## config.mk

```make
export PLATFORM = sky130hd
export DESIGN_NAME = imem_loader
export DESIGN_NICKNAME = d
export VERILOG_FILES = /design/src/rtl/imem_loader.sv
export SDC_FILE = /design/constraint.sdc
export NUM_CORES = 1
export LEC_CHECK = 0
export CAP_MARGIN = 25
export CELL_PAD_IN_SITES_DETAIL_PLACEMENT = 1
export CELL_PAD_IN_SITES_GLOBAL_PLACEMENT = 2
export CORE_MARGIN = 8
export CORE_UTILIZATION = 37
export DETAILED_ROUTE_END_ITERATION = 8
export PLACE_DENSITY_LB_ADDON = 0.1
export SETUP_SLACK_MARGIN = 0.4
export SYNTH_ARGS = -nofsm -noshare
export SYNTH_HDL_FRONTEND = slang
export SYNTH_SLANG_ARGS = --single-unit
```

## constraint.sdc

```tcl
create_clock -name clk -period 10.7 [get_ports clk]
set_input_delay 1.605 -clock clk [delete_from_list [all_inputs] [get_ports clk]]
set_output_delay 1.605 -clock clk [all_outputs]
set_load 0.1 [all_outputs]
```

## src/rtl/imem_loader.sv

```systemverilog
// imem_loader
//   Receives a framed byte stream, packs the data bytes big-endian into 32-bit
//   instruction words and drives the instruction-memory write port. The CPU is
//   held in reset until a complete image with a matching XOR checksum has been
//   written.
//
//   Frame: LEN_HI, LEN_LO (word count N), 4*N data bytes, CSUM (XOR of data).
//
// Ports
//   clk       system clock (rising edge)
//   rst       asynchronous active-high reset
//   start     one-cycle pulse that begins a load (ignored while busy)
//   rx_valid  source presents a byte on rx_data
//   rx_data   stream byte
//   rx_ready  loader accepts a byte; transfer on rx_valid && rx_ready
//   we        instruction memory write enable (one-cycle pulse)
//   waddr     word address of the write
//   wdata     instruction word of the write
//   cpu_hold  holds the CPU in reset while high
//   busy      a load is in progress
//   done      last load succeeded (level)
//   err       last load failed (level)
//   wcount    words written in the current or last load
module imem_loader #(
  parameter int ADDR_W = 11,
  parameter int DEPTH  = 2048
) (
  input  logic              clk,
  input  logic              rst,
  input  logic              start,
  input  logic              rx_valid,
  input  logic [7:0]        rx_data,
  output logic              rx_ready,
  output logic              we,
  output logic [ADDR_W-1:0] waddr,
  output logic [31:0]       wdata,
  output logic              cpu_hold,
  output logic              busy,
  output logic              done,
  output logic              err,
  output logic [11:0]       wcount
);

  typedef enum logic [2:0] {
    S_IDLE, S_LEN_HI, S_LEN_LO, S_DATA, S_CSUM, S_DONE, S_ERR
  } state_t;

  localparam logic [16:0] DEPTH_L = 17'(DEPTH);

  state_t              state_q;
  logic [15:0]         len_q;
  logic [1:0]          lane_q;
  logic [7:0]          csum_q;
  logic [23:0]         asm_q;     // first three bytes of the word being assembled
  logic                rx_ready_q;
  logic                we_q;
  logic [ADDR_W-1:0]   waddr_q;
  logic [31:0]         wdata_q;
  logic                cpu_hold_q;
  logic                busy_q;
  logic                done_q;
  logic                err_q;
  logic [11:0]         wcount_q;

  logic                xfer;
  logic [15:0]         len_full;

  assign xfer     = rx_valid && rx_ready_q;
  assign len_full = {len_q[15:8], rx_data};

  always_ff @(posedge clk or posedge rst) begin
    if (rst) begin
      state_q    <= S_IDLE;
      len_q      <= '0;
      lane_q     <= '0;
      csum_q     <= '0;
      asm_q      <= '0;
      rx_ready_q <= 1'b0;
      we_q       <= 1'b0;
      waddr_q    <= '0;
      wdata_q    <= '0;
      cpu_hold_q <= 1'b1;
      busy_q     <= 1'b0;
      done_q     <= 1'b0;
      err_q      <= 1'b0;
      wcount_q   <= '0;
    end else begin
      we_q <= 1'b0;
      case (state_q)
        S_IDLE, S_DONE, S_ERR: begin
          if (start) begin
            state_q    <= S_LEN_HI;
            rx_ready_q <= 1'b1;
            cpu_hold_q <= 1'b1;
            busy_q     <= 1'b1;
            done_q     <= 1'b0;
            err_q      <= 1'b0;
            wcount_q   <= '0;
            waddr_q    <= '0;
            csum_q     <= '0;
            lane_q     <= '0;
          end
        end
        S_LEN_HI: begin
          if (xfer) begin
            len_q[15:8] <= rx_data;
            state_q     <= S_LEN_LO;
          end
        end
        S_LEN_LO: begin
          if (xfer) begin
            len_q[7:0] <= rx_data;
            if (len_full == 16'd0 || {1'b0, len_full} > DEPTH_L) begin
              state_q    <= S_ERR;
              rx_ready_q <= 1'b0;
              busy_q     <= 1'b0;
              err_q      <= 1'b1;
            end else begin
              state_q <= S_DATA;
            end
          end
        end
        S_DATA: begin
          // Write cycle: wcount already counts this word, so equality with
          // the length marks the final write. The address only advances
          // between words, so it never points past DEPTH-1.
          if (we_q) begin
            if ({4'd0, wcount_q} == len_q) begin
              state_q    <= S_CSUM;
              rx_ready_q <= 1'b1;
            end else begin
              waddr_q <= waddr_q + 1'b1;
            end
          end
          if (xfer) begin
            csum_q <= csum_q ^ rx_data;
            lane_q <= lane_q + 2'd1;
            if (lane_q == 2'd3) begin
              we_q     <= 1'b1;
              wdata_q  <= {asm_q, rx_data};
              wcount_q <= wcount_q + 12'd1;
              // Stall the stream during the final write so the checksum
              // byte cannot slip in ahead of it.
              if ({4'd0, wcount_q} + 16'd1 == len_q) begin
                rx_ready_q <= 1'b0;
              end
            end else begin
              asm_q <= {asm_q[15:0], rx_data};
            end
          end
        end
        S_CSUM: begin
          if (xfer) begin
            rx_ready_q <= 1'b0;
            busy_q     <= 1'b0;
            if (rx_data == csum_q) begin
              state_q    <= S_DONE;
              cpu_hold_q <= 1'b0;
              done_q     <= 1'b1;
            end else begin
              state_q <= S_ERR;
              err_q   <= 1'b1;
            end
          end
        end
        default: begin
          state_q    <= S_IDLE;
          rx_ready_q <= 1'b0;
        end
      endcase
    end
  end

  assign rx_ready = rx_ready_q;
  assign we       = we_q;
  assign waddr    = waddr_q;
  assign wdata    = wdata_q;
  assign cpu_hold = cpu_hold_q;
  assign busy     = busy_q;
  assign done     = done_q;
  assign err      = err_q;
  assign wcount   = wcount_q;

endmodule

```

== Word level (Yosys, flattened, before mapping) ==
Index checks and enable logic that the tools add are counted.

* Eq/ne operators: 22
* Reduce and logical (&&, ||, !) cells: 20
* Mux-type cells: 49
* $add $sub $neg: 4
* Order comparisons: 1
* Bitwise gates (word level): 3

{| class="wikitable"
|+ Operators by type and width
! operator !! count
|-
| 2-to-1 mux 12 bit || 3
|-
| 2-to-1 mux 11 bit || 3
|-
| inequality test 2 bit, second input constant || 12
|-
| case mux 12 bit (2 select lines) || 1
|-
| case mux 11 bit (2 select lines) || 1
|-
| 2-to-1 mux 1 bit || 21
|-
| 2-to-1 mux 3 bit || 7
|-
| == test 12 x 16 -> 1 bit || 1
|-
| == test 13 x 16 -> 1 bit || 1
|-
| > comparator 16 x 12 -> 1 bit, second input constant || 1
|-
| logical NOT 16 bit || 1
|-
| 2-to-1 mux 8 bit || 2
|-
| case mux 8 bit (2 select lines) || 1
|-
| case mux 3 bit (5 select lines) || 1
|-
| adder 12 x 1 -> 13 bit, second input constant || 1
|-
| adder 12 x 1 -> 12 bit, second input constant || 1
|-
| AND reduction 4 bit || 3
|-
| AND reduction 6 bit || 2
|-
| adder 11 x 1 -> 11 bit, second input constant || 1
|-
| AND reduction 5 bit || 2
|-
| == test 3 bit, second input constant || 3
|-
| AND reduction 3 bit || 3
|-
| == test 8 bit || 1
|-
| bitwise XOR 8 bit || 1
|-
| 17 further kinds || 25
|}

* Word-level logic and storage cells: 114
* Output and inout bits: 61
* Register bits: 114

== Logic depth before layout (Yosys ltp) ==
* Word-level depth: 7
* Gate-level depth with buffers: 10

== Worst setup path after synthesis ==
No wires, ideal clock.

* Path kind: input to register
* From: input port rx_data[0]
* To: register err_q, in the netlist err
* Stages on the path: 7
* Slack: 7203 ps
* Data required time: 10596 ps
* Arrival time: 3393 ps
* Buffers on the path: 1
* Cells stage by stage: clkbuf_1 > or4_1 > nor4_1 > nor3_1 > o311ai_1 > nand3_1 > a221oi_1

* Word-level cells in the longest chain between the ends: 4

{| class="wikitable"
|+ Ends and longest elaborated chain
! what !! RTL line !! text
|-
| start, declared || 32 || <nowiki>input logic [7:0] rx_data,</nowiki>
|-
| > comparator 16 x 12 -> 1 bit or logical NOT 16 bit (tied branches) || 113 || <nowiki>if (len_full == 16'd0 || {1'b0, len_full} > DEPTH_L) begin</nowiki>
|-
| logical OR 1 bit || 113 ||
|-
| inequality test 2 bit (no line) || n/a ||
|-
| AND reduction 6 bit (no line) (*) || n/a ||
|-
| end signal, assigned || 97 || <nowiki>err_q <= 1'b0;</nowiki>
|-
| end signal, assigned || 117 || <nowiki>err_q <= 1'b1;</nowiki>
|-
| end signal, assigned || 162 || <nowiki>err_q <= 1'b1;</nowiki>
|-
| end, declared || 62 || <nowiki>logic err_q;</nowiki>
|}

Mark *: on every way between the ends. The rest lies on a longest branch, timed or not.
A chain may end at the register's enable or synchronous reset.

== Worst setup path in the final report ==
* From: input port rx_valid
* To: register wcount_q[3], in the netlist wcount[3]

* Word-level cells in the longest chain between the ends: 3

{| class="wikitable"
|+ Ends and longest elaborated chain
! what !! RTL line !! text
|-
| start, declared || 31 || <nowiki>input logic rx_valid,</nowiki>
|-
| logical AND 1 bit || 68 || <nowiki>assign xfer = rx_valid && rx_ready_q;</nowiki>
|-
| inequality test 2 bit (no line) || n/a ||
|-
| AND reduction 4 bit (no line) || n/a ||
|-
| end signal, assigned || 141 || <nowiki>wcount_q <= wcount_q + 12'd1;</nowiki>
|-
| end, declared || 63 || <nowiki>logic [11:0] wcount_q;</nowiki>
|}

No other way between the ends.

==> impl_metrics.py <==
metrics = {
    "global_route": {
        "grt_use_total_pct": 17.0,
        "grt_pass1_vias": 4666,
        "grt_pass1_wl_mm": 25.3,
        "grt_max_degree": 72,
        "grt_overflow": 0,
        "antenna_found_initial": 0,
    },
    "synth": {
        "postSynth.asyncResetShare_pct": 100,
        "ys_warn_count": 0,
        "synthMuxAreaShare_pct": 9.48,
        "synth-simple-area-share_pct": 18.8,
        "ys.flop_type": "dfrtp_1",
        "synth_commonest_cells": "131 x nand2_1, 113 x dfrtp_1, 34 x nor2_1",
        "synthAdderAreaFrac_pct": 0.682,
        "syn_area_um2": 5500,
        "synth_top_family_by_area": "simple AND/OR/NAND/NOR gates",
        "synth_compound_area_share_pct": 10.5,
        "synth_cell_types": 59,
        "synth_enable_flop_cells": 0,
        "syn_area_per_cell_um2": 9.76,
        "yosysTopAreaCell": "dfrtp_1",
        "post-synth-top-count-cell": "nand2_1",
        "synth.yosys.seq_area_share_pct": 51.9,
        "synth_top_area_share_pct": 51.4,
        "postSynthCellCount": 564,
        "yosys-top-cells-area": "dfrtp_1 51%, nand2_1 8.9%, xnor2_1 4.6%, mux2_2 4.5%, o21ai_0 2.6%",
        "synth-xor-area-share_pct": 5.41,
        "synth-seq-cells": 114,
        "synth_fp_nets": 579,
    },
    "route": {
        "routedWlPerCell_um": 18.4,
        "drt-initial-drc-count": 207,
        "drt_wl_total_mm": 15.1,
        "drc": 0,
        "vias": 4377,
        "ant_nets": 0,
        "first_pass_iters": 4,
        "viasPerCell": 5.32,
    },
    "cells_and_area": {
        "fin_cells": 823,
        "nNetsFinal": 641,
        "syn2layout_area_growth_pct": 27.6,
        "final_cell_area_um2": 7020,
        "diodes": 0,
        "drive_above_1_share_pct": 11.4,
    },
    "sta": {
        "max_freq_mhz": 235,
        "timing.slew.headroom_pct": 33.2,
        "tightest_slew_ns": 0.999,
        "setup_viol": 0,
        "timing.setup.tns_ns": 0,
        "rsz0062_at_grt": "false",
        "finalCritPeriodShare_pct": 39.8,
        "hold_viol_final": 0,
        "fin_skew_ns": 0.00946,
        "holdWs_ns": 0.465,
        "slew_violations": 0,
        "period_minus_slack_ns": 4.26,
    },
    "worst_setup_path": {
        "cp_max_fo": 42,
        "crit_path_start_kind": "input pin",
        "endpoint_kind": "flop",
        "reg2regPathDepth": 6,
        "required_ns": 10.98,
        "setup.worst_path.class": "in -> reg",
        "arrival_ns": 4.54,
    },
    "clock_network": {
        "cts_tree": "yes",
        "cts_resized": 0,
        "numCtsBuffers": 17,
        "cts.clk_slew.worst_paths_ns": 0.05,
        "clock_latency_ns": 0.42,
        "htree_levels": 4,
        "postCtsSetupBuffers": 0,
        "numClockSinks": 114,
        "clockBufferDepth": 2,
        "cts-root-buf": "clkbuf_16",
        "cts_hold_buffers": 0,
    },
    "floorplanning": {
        "start_util_pct": 37.9,
        "core_area_um2": 14500,
        "num_rows": 44,
        "die_h_um": 138,
        "fp.dieArea_um2": 19000,
        "die-width_um": 138,
        "boundaryPins": 73,
    },
    "worst_hold_path": {
        "hold_path_class": "reg -> reg",
        "holdPathStages": 2,
    },
    "pwr": {
        "total_leakage_power_uw": 0.00309,
        "powerDensity_nw_per_um2": 254,
        "ir_drop_mv": 0.133,
        "total_power_uw": 1780,
    },
    "run_status": {
        "status": "finished, final reports clean",
    },
    "placement": {
        "dpl.hpwl_mm": 10.5,
        "dp.cells": 790,
        "placedInstanceArea_um2": 6360,
        "gp_congestion": 0.810,
        "io_buffers": 72,
    },
    "flow_run": {
        "max_cap_violations": 0,
    },
}
[area by class of cell]
cell class / instances / area (um2)
Clock inverter: 12 / 203
Sequential cell: 114 / 2850
Clock buffer: 20 / 457
Tap cell: 184 / 230
Multi-Input combinational cell: 404 / 2470
Timing Repair Buffer: 77 / 758
Fill cell: 1627 / 7510
Inverter: 12 / 47.5
[worst max-delay path, cell delays in order]
cell and delay (ns):
clkdlybuf4s50_1 0.54, nand2_1 0.14, nor2_1 0.63, nand2_1 0.19, inv_2 0.60, nor2_1 0.39
o41ai_1 0.45
[flip-flops by register name, summed over array words and instances (netlist names)]
signal,flops
csum_q,8
busy,1
done,1
state_q,3
wcount,12
wdata,32
err,1
lane_q,2
we,1
waddr,11
len_q,16
rx_ready,1
cpu_hold,1
asm_q,24
[routing by layer]
layer / wire length [um] / track usage, % / up-vias
met5: 0 / 0 / -
met4: 223 / 5.85 / 0
met3: 618 / 4.49 / 19
met2: 7240 / 27.5 / 70
met1: 7030 / 21.5 / 2235
li1: - / - / 2053
[per-stage QoR]
stage / setup WS (ns) / utilization, %
floorplan: 6.08 / -
global placement: 6.23 / 43.7
detailed placement: 5.96 / 43.7
CTS: 6.39 / 48.3
global route: 6.13 / 48.3
finish: 6.44 / 48.3
[cells by family (layout without fill, tap and decap cells)]
| family | after synthesis | after routing |
|---|---|---|
| AND/OR/NAND/NOR | 230 | 230 |
| flip-flops | 114 | 114 |
| buffers and inverters | 46 | 121 |
| XOR/XNOR | 34 | 34 |
| multiplexers | 44 | 44 |
| adder cells (fa/ha/maj) | 3 | 3 |
| AO/OA/AOI/OAI | 93 | 93 |
[placed cells by master, fill, tap and decap left out, types with 5 or more instances in the layout]
cell / n
nand2_1: 131
dfrtp_1: 113
clkdlybuf4s50_1: 72
nor2_1: 33
xnor2_1: 29
o21ai_0: 29
mux2_2: 22
clkbuf_16: 17
nand3_1: 15
a21oi_1: 15
o21ai_1: 13
mux2_1: 11
inv_1: 10
nand4_1: 9
mux2_4: 8
xor2_1: 5
or3_1: 5
and2_1: 5
bufinv_16: 5
[worst paths after layout]
kind / end / slack (ns) / startpoint
hold / removal: cpu_hold / 0.46 / cpu_hold
max in group asynchronous: waddr[0] / 7.75 / rst
hold reg to reg: cpu_hold / 0.46 / cpu_hold
setup / recovery: wcount[3] / 6.44 / rx_valid
setup reg to reg: wcount[3] / 6.98 / state_q[0]
min in group asynchronous: wdata[6] / 1.61 / rst
[power by group]
part           switching [uW]  leakage (uW)  internal (uW)
clock                     208      0.000309            426
sequential                112       0.00152            537
combinational             291       0.00126            207
Note: power is estimated with default switching activity, not from simulation.
